**src/rtl/rf_write_arbiter.sv**
```systemverilog
// Two-requester round-robin write-port arbiter for the register file.
// Define RF_ARB_STATS_EN to add a saturating conflict counter on stat_conflicts.
module rf_write_arbiter #(
    parameter int DATA_W = 32,
    parameter int ADDR_W = 5
) (
    input  logic              clk,
    input  logic              resetn,

    input  logic              a_req,
    input  logic [ADDR_W-1:0] a_addr,
    input  logic [DATA_W-1:0] a_data,
    output logic              a_ack,

    input  logic              b_req,
    input  logic [ADDR_W-1:0] b_addr,
    input  logic [DATA_W-1:0] b_data,
    output logic              b_ack,

    output logic              rf_we,
    output logic [ADDR_W-1:0] rf_waddr,
    output logic [DATA_W-1:0] rf_wdata,
    output logic              busy
`ifdef RF_ARB_STATS_EN
    ,
    output logic [15:0]       stat_conflicts
`endif
);

    typedef enum logic {
        IDLE  = 1'b0,
        WRITE = 1'b1
    } state_t;

    typedef enum logic {
        GRANT_A = 1'b0,
        GRANT_B = 1'b1
    } grant_t;

    state_t            state_q, state_d;
    grant_t            last_grant_q, last_grant_d;

    logic              a_ack_q, a_ack_d;
    logic              b_ack_q, b_ack_d;
    logic              we_q, we_d;
    logic              busy_q, busy_d;
    logic [ADDR_W-1:0] waddr_q, waddr_d;
    logic [DATA_W-1:0] wdata_q, wdata_d;

    logic              pick_b;
    logic [ADDR_W-1:0] sel_addr;
    logic [DATA_W-1:0] sel_data;

    // B wins when it is alone, or on a tie when A took the previous grant.
    assign pick_b   = b_req && (!a_req || (last_grant_q == GRANT_A));
    assign sel_addr = pick_b ? b_addr : a_addr;
    assign sel_data = pick_b ? b_data : a_data;

    always_comb begin
        // NOTE: every variable gets a default before the case so no path
        // leaves one unassigned, which would otherwise infer a latch.
        state_d      = state_q;
        last_grant_d = last_grant_q;
        a_ack_d      = 1'b0;
        b_ack_d      = 1'b0;
        we_d         = 1'b0;
        busy_d       = 1'b0;
        waddr_d      = waddr_q;
        wdata_d      = wdata_q;

        unique case (state_q)
            IDLE: begin
                if (a_req || b_req) begin
                    state_d      = WRITE;
                    busy_d       = 1'b1;
                    waddr_d      = sel_addr;
                    wdata_d      = sel_data;
                    we_d         = (sel_addr != '0);
                    a_ack_d      = !pick_b;
                    b_ack_d      = pick_b;
                    last_grant_d = pick_b ? GRANT_B : GRANT_A;
                end
            end
            WRITE: begin
                // Requests are ignored here; the requester re-presents at this edge.
                state_d = IDLE;
            end
            default: state_d = IDLE;
        endcase
    end

    always_ff @(posedge clk) begin
        // NOTE: sequential state uses non-blocking assignments so every flop
        // samples pre-edge values regardless of statement order.
        if (!resetn) begin
            state_q      <= IDLE;
            last_grant_q <= GRANT_B;
            a_ack_q      <= 1'b0;
            b_ack_q      <= 1'b0;
            we_q         <= 1'b0;
            busy_q       <= 1'b0;
            waddr_q      <= '0;
            wdata_q      <= '0;
        end else begin
            state_q      <= state_d;
            last_grant_q <= last_grant_d;
            a_ack_q      <= a_ack_d;
            b_ack_q      <= b_ack_d;
            we_q         <= we_d;
            busy_q       <= busy_d;
            waddr_q      <= waddr_d;
            wdata_q      <= wdata_d;
        end
    end

    // Qualifying the strobes with resetn aborts a write whose WRITE cycle
    // coincides with reset: neither the register file nor the requester sees it.
    assign a_ack    = a_ack_q & resetn;
    assign b_ack    = b_ack_q & resetn;
    assign rf_we    = we_q    & resetn;
    assign busy     = busy_q  & resetn;
    assign rf_waddr = waddr_q;
    assign rf_wdata = wdata_q;

`ifdef RF_ARB_STATS_EN
    logic [15:0] conflict_cnt;

    always_ff @(posedge clk) begin
        if (!resetn) begin
            conflict_cnt <= '0;
        end else if ((state_q == IDLE) && a_req && b_req && (conflict_cnt != 16'hFFFF)) begin
            conflict_cnt <= conflict_cnt + 16'd1;
        end
    end

    assign stat_conflicts = conflict_cnt;
`endif

endmodule

```
**config.mk**
```make
export PLATFORM = sky130hd
export DESIGN_NAME = rf_write_arbiter
export DESIGN_NICKNAME = d
export VERILOG_FILES = /design/src/rtl/rf_write_arbiter.sv
export SDC_FILE = /design/constraint.sdc
export NUM_CORES = 1
export LEC_CHECK = 0
export BUFFER_PORTS_ARGS = -buffer_cell sky130_fd_sc_hd__buf_2
export CORE_MARGIN = 3
export CORE_UTILIZATION = 46
export CTS_BUF_LIST = sky130_fd_sc_hd__clkbuf_8
export DETAILED_ROUTE_END_ITERATION = 6
export PLACE_DENSITY = 0.95
export SETUP_SLACK_MARGIN = 0.4
export SYNTH_ARGS = -nofsm -noshare
export SYNTH_HDL_FRONTEND = slang
export SYNTH_SLANG_ARGS = --single-unit
```
**constraint.sdc**
```tcl
create_clock -name clk -period 2.4 [get_ports clk]
set_input_delay 0.12 -clock clk [delete_from_list [all_inputs] [get_ports clk]]
set_output_delay 0.12 -clock clk [all_outputs]
set_load 0.1 [all_outputs]
```
# Word-level counts from Yosys, hierarchy flattened
# Index checks and enable logic that the tools add are counted.
# totals
out_inout_bits	41
word_cells	30
input_bits	78
register_bits	43
# op_classes
bitwise	8
reduce_logical	9
muxes	5
# op_table
op	n
32-bit two-way mux	1
5-bit two-way mux	1
5-bit nonzero test	1
1-bit bitwise AND	4
1-bit NOT	4
3-bit OR reduction	1
1-bit zero test	2
1-bit logical OR	2
1-bit two-way mux	2
1-bit one-hot mux with 2 select lines	1
2-bit AND reduction	1
2-bit OR reduction	1
1-bit logical AND	1

# Logic depth before layout (Yosys ltp)
# logic_depth
ltp_word	5
ltp_mapped	5
depth_no_buf	3

# Worst setup path after synthesis
# Ideal clock, no wire load.
# synth_timing
kind	reg2reg
startpoint	reg, netlist name rf_waddr[0]
endpoint	reg waddr_q[0], in the netlist rf_waddr[0]
slack_ns	1.059
path_stages_with_launch	3
arrival_time_ns	1.266
setup_time_ns	0.075
synth_period_minus_slack_ns	1.341
path_buffers	0
required_time_ns	2.325
path_cell_list	dfxtp_1 -> o21ai_0 -> a31oi_1
# synth_lines
element	line	source
to (signal assigned)	111	waddr_q <= waddr_d;
to (decl)	47	logic [ADDR_W-1:0] waddr_q, waddr_d;

# Worst setup path after layout
# layout_timing
startpoint	reg state_q
endpoint	reg wdata_q[1], in the netlist rf_wdata[1]
# layout_between
elab_chain_len	2
# layout_lines
element	line	source
from (decl)	40	state_t state_q, state_d;
from (signal assigned)	105	state_q <= state_d;
1-bit NOT (no source line)	n/a	
2-bit AND reduction (no source line)	n/a	
to (signal assigned)	112	wdata_q <= wdata_d;
to (decl)	48	logic [DATA_W-1:0] wdata_q, wdata_d;
# No other way between the ends.
# A chain may end at the register's enable or synchronous reset.

==> results_dict.tcl <==
set metrics [dict create \
    fin_tns_setup_ns 0 \
    post-route-util 0.6643 \
    reg2reg_to "rf_wdata[1]" \
    die_w_um 68.50 \
    arrival_ns 1.75 \
    drt_wl_total_mm 4.594 \
    fmax_mhz 648.4 \
    grt_pass1_wl_mm 6.748 \
    ant_nets 0 \
    vias 1971 \
    area_delta_synth_final_pct 37.40 \
    cts_root_buffer "clkbuf_8" \
    critical_path_class "register to register" \
    cp.buffers_inverters 1 \
    swShare 0.4210 \
    slew_headroom 0.4894 \
    cp-startpoint "state_q" \
    drt_iter0_drc 95 \
    hold_class "primary input to register" \
    n_antenna_cell 0 \
    r2r.worst_path.cells 4 \
    layout_commonest_cell "buf_2" \
    die_h_um 68.50 \
    finClkSkew_ns 0.007278 \
    cp_num_cells 4 \
    grt_usage 0.1886 \
    via_per_inst 5.080 \
    place.gp.congestion 0.6980 \
    drive_gt1_frac 0.3912 \
    start_util 0.4835 \
    path_max_fanout 29 \
    cp_cell_sequence "o21ba_2 -> buf_4 -> o21ai_0 -> a31oi_1" \
    intPower_mw 1.211 \
    seqPwrFrac 0.382 \
    ys_ff_latch 42 \
    numCtsBuffers 5 \
    clk_latency_ns 0.29 \
    cp.required_ns 2.61 \
    dp_hpwl_mm 3.390 \
    synthCells 230 \
    portBuffers 118 \
    grt_overflow_total 0 \
    critPathTopFamily "compound AO/OA/AOI/OAI gates" \
    p_per_area_mw_per_mm2 847.5 \
    yosysWarnings 0 \
    worstMarginPinSlew_ns 0.7660 \
    fin_ws_ns 0.8576 \
    hold_slack_ns 0.07854 \
    crit_path_start_kind "register" \
    drt_pass1_iterations 4 \
    avgSynthCellArea_um2 7.812 \
    ir_drop_mv 0.5262 \
    netSwitchingPower_mw 0.8808 \
    final_cell_mix "buf_2, nand2_1, dfxtp_1" \
    rsz0062_at_grt "false" \
    finalCritPeriodShare 0.6427 \
    clock_power_share 0.240 \
    outcome "completed" \
    clock-sinks 42 \
    core-area_mm2 0.003716 \
    row_count 22 \
    ctsLongestPathBuffers 2 \
    nets 417 \
    setup-violations-final 0 \
    synth_area_mm2 0.001797 \
    grt_max_degree 40 \
    preCtsSetupSlack_ns 0.8698 \
    die_area_mm2 0.004692 \
    antenna_found_initial 0 \
    grt_pass1_vias 1581 \
    p_comb_frac 0.378 \
    hold_viol_final 0 \
    critPathMaxStageDelay_ns 0.58 \
    leakage_nw 1.246 \
    cts_tree "yes" \
    drcViolationCount 0 \
    slew_viol_final 0 \
    wire_per_inst_um 11.84 \
    synth_fp_nets 308 \
    cp_slowest_cell "o21ba_2" \
    yosysUniqueCellTypes 17 \
    finalCriticalPeriod_ns 1.542 \
    cap_violations 0 \
    ios 119 \
    rrSetupSlack_ns 0.86 \
    cts_max_level 2 \
    end_kind "register" \
    worstReg2RegStart "state_q" \
    ctsHoldBuffers 0 \
    cts_resized 0 \
    clk_pin_slew_ns 0.08 \
    yosysSeqAreaShare 0.4680 \
    cts_setup_buffers 0 \
    crit_path_end "rf_wdata[1]" \
]
[registers in the layout (all words and copies together), names as in the netlist]
register,count
a_ack_q,1
b_ack_q,1
last_grant_q,1
rf_waddr,5
rf_wdata,32
state_q,1
we_q,1
[power groups by stage]
stage,sequential [mW],combinational (mW),clock [mW]
global route,0.805,0.834,0.545
global placement,0.811,0.785,0
finish,0.799,0.791,0.503
floorplan,1.26,0.195,0
CTS,0.798,0.794,0.517
detailed placement,0.813,0.793,0
[final cells by class]
type                       instances  area, um2
multi-input combinational        165      813.3
sequential                        42      840.8
timing repair buffer             122      633.1
inverter                           3      11.26
clock buffer                       8      110.1
tap                               48      60.06
fill                             339       1247
[layer usage]
metal	global-route usage	up-vias	part of all wire
li1	-	1020	-
met1	0.2318	856	0.43
met2	0.3147	90	0.47
met3	0.06159	5	0.099
met4	0.05211	0	0.0067
met5	0	-	0
[cell families after synthesis]
logic type             Yosys count  share of synthesized area
AOI/OAI and AO/OA               79                     0.2570
buffers and inverters           23                    0.08356
DFF                             42                     0.4680
and+or+nand+nor                 86                     0.1915
[worst min-delay path by stage]
stage               depth (start not counted)        from      endpoint  slack, ns
floorplan                                   2      resetn  rf_wdata[16]       0.26
global placement                            3  a_data[27]  rf_wdata[27]       0.38
detailed placement                          3   a_data[0]   rf_wdata[0]       0.38
CTS                                         3  a_data[27]  rf_wdata[27]       0.08
global route                                3   a_data[0]   rf_wdata[0]       0.08
finish                                      3  a_data[25]  rf_wdata[25]       0.08
[through the flow]
stage	cell area, um2	total power [mW]	instances
2_1_floorplan	1797	1.458	230
6_report	2469	2.092	388
4_1_cts	2469	2.109	388
3_3_place_gp	2359	1.596	380
5_1_grt	2469	2.184	388
3_5_place_dp	2359	1.606	380
[synth_stat cells (all sizes together)]
| cell | n | area [um2] |
|---|---|---|
| or4 | 2 | 15.01 |
| o311ai | 1 | 8.760 |
| a21bo | 1 | 10.01 |
| a31oi | 37 | 231.5 |
| inv | 3 | 11.26 |
| o21ba | 1 | 10.01 |
| buf | 16 | 123.9 |
| nor3 | 3 | 15.01 |
| nand2 | 75 | 281.5 |
| nor2 | 2 | 7.510 |
| dfxtp | 42 | 840.8 |
| a21boi | 1 | 11.26 |
| o21ai | 38 | 190.2 |
| and2 | 4 | 25.02 |
| clkbuf | 4 | 15.01 |
[worst min-delay path, cell delays in order]
cell and delay (ns):
buf_2 0.09, nand2_1 0.04, a31oi_1 0.06
No activity file was read; power rests on OpenSTA's default activity.
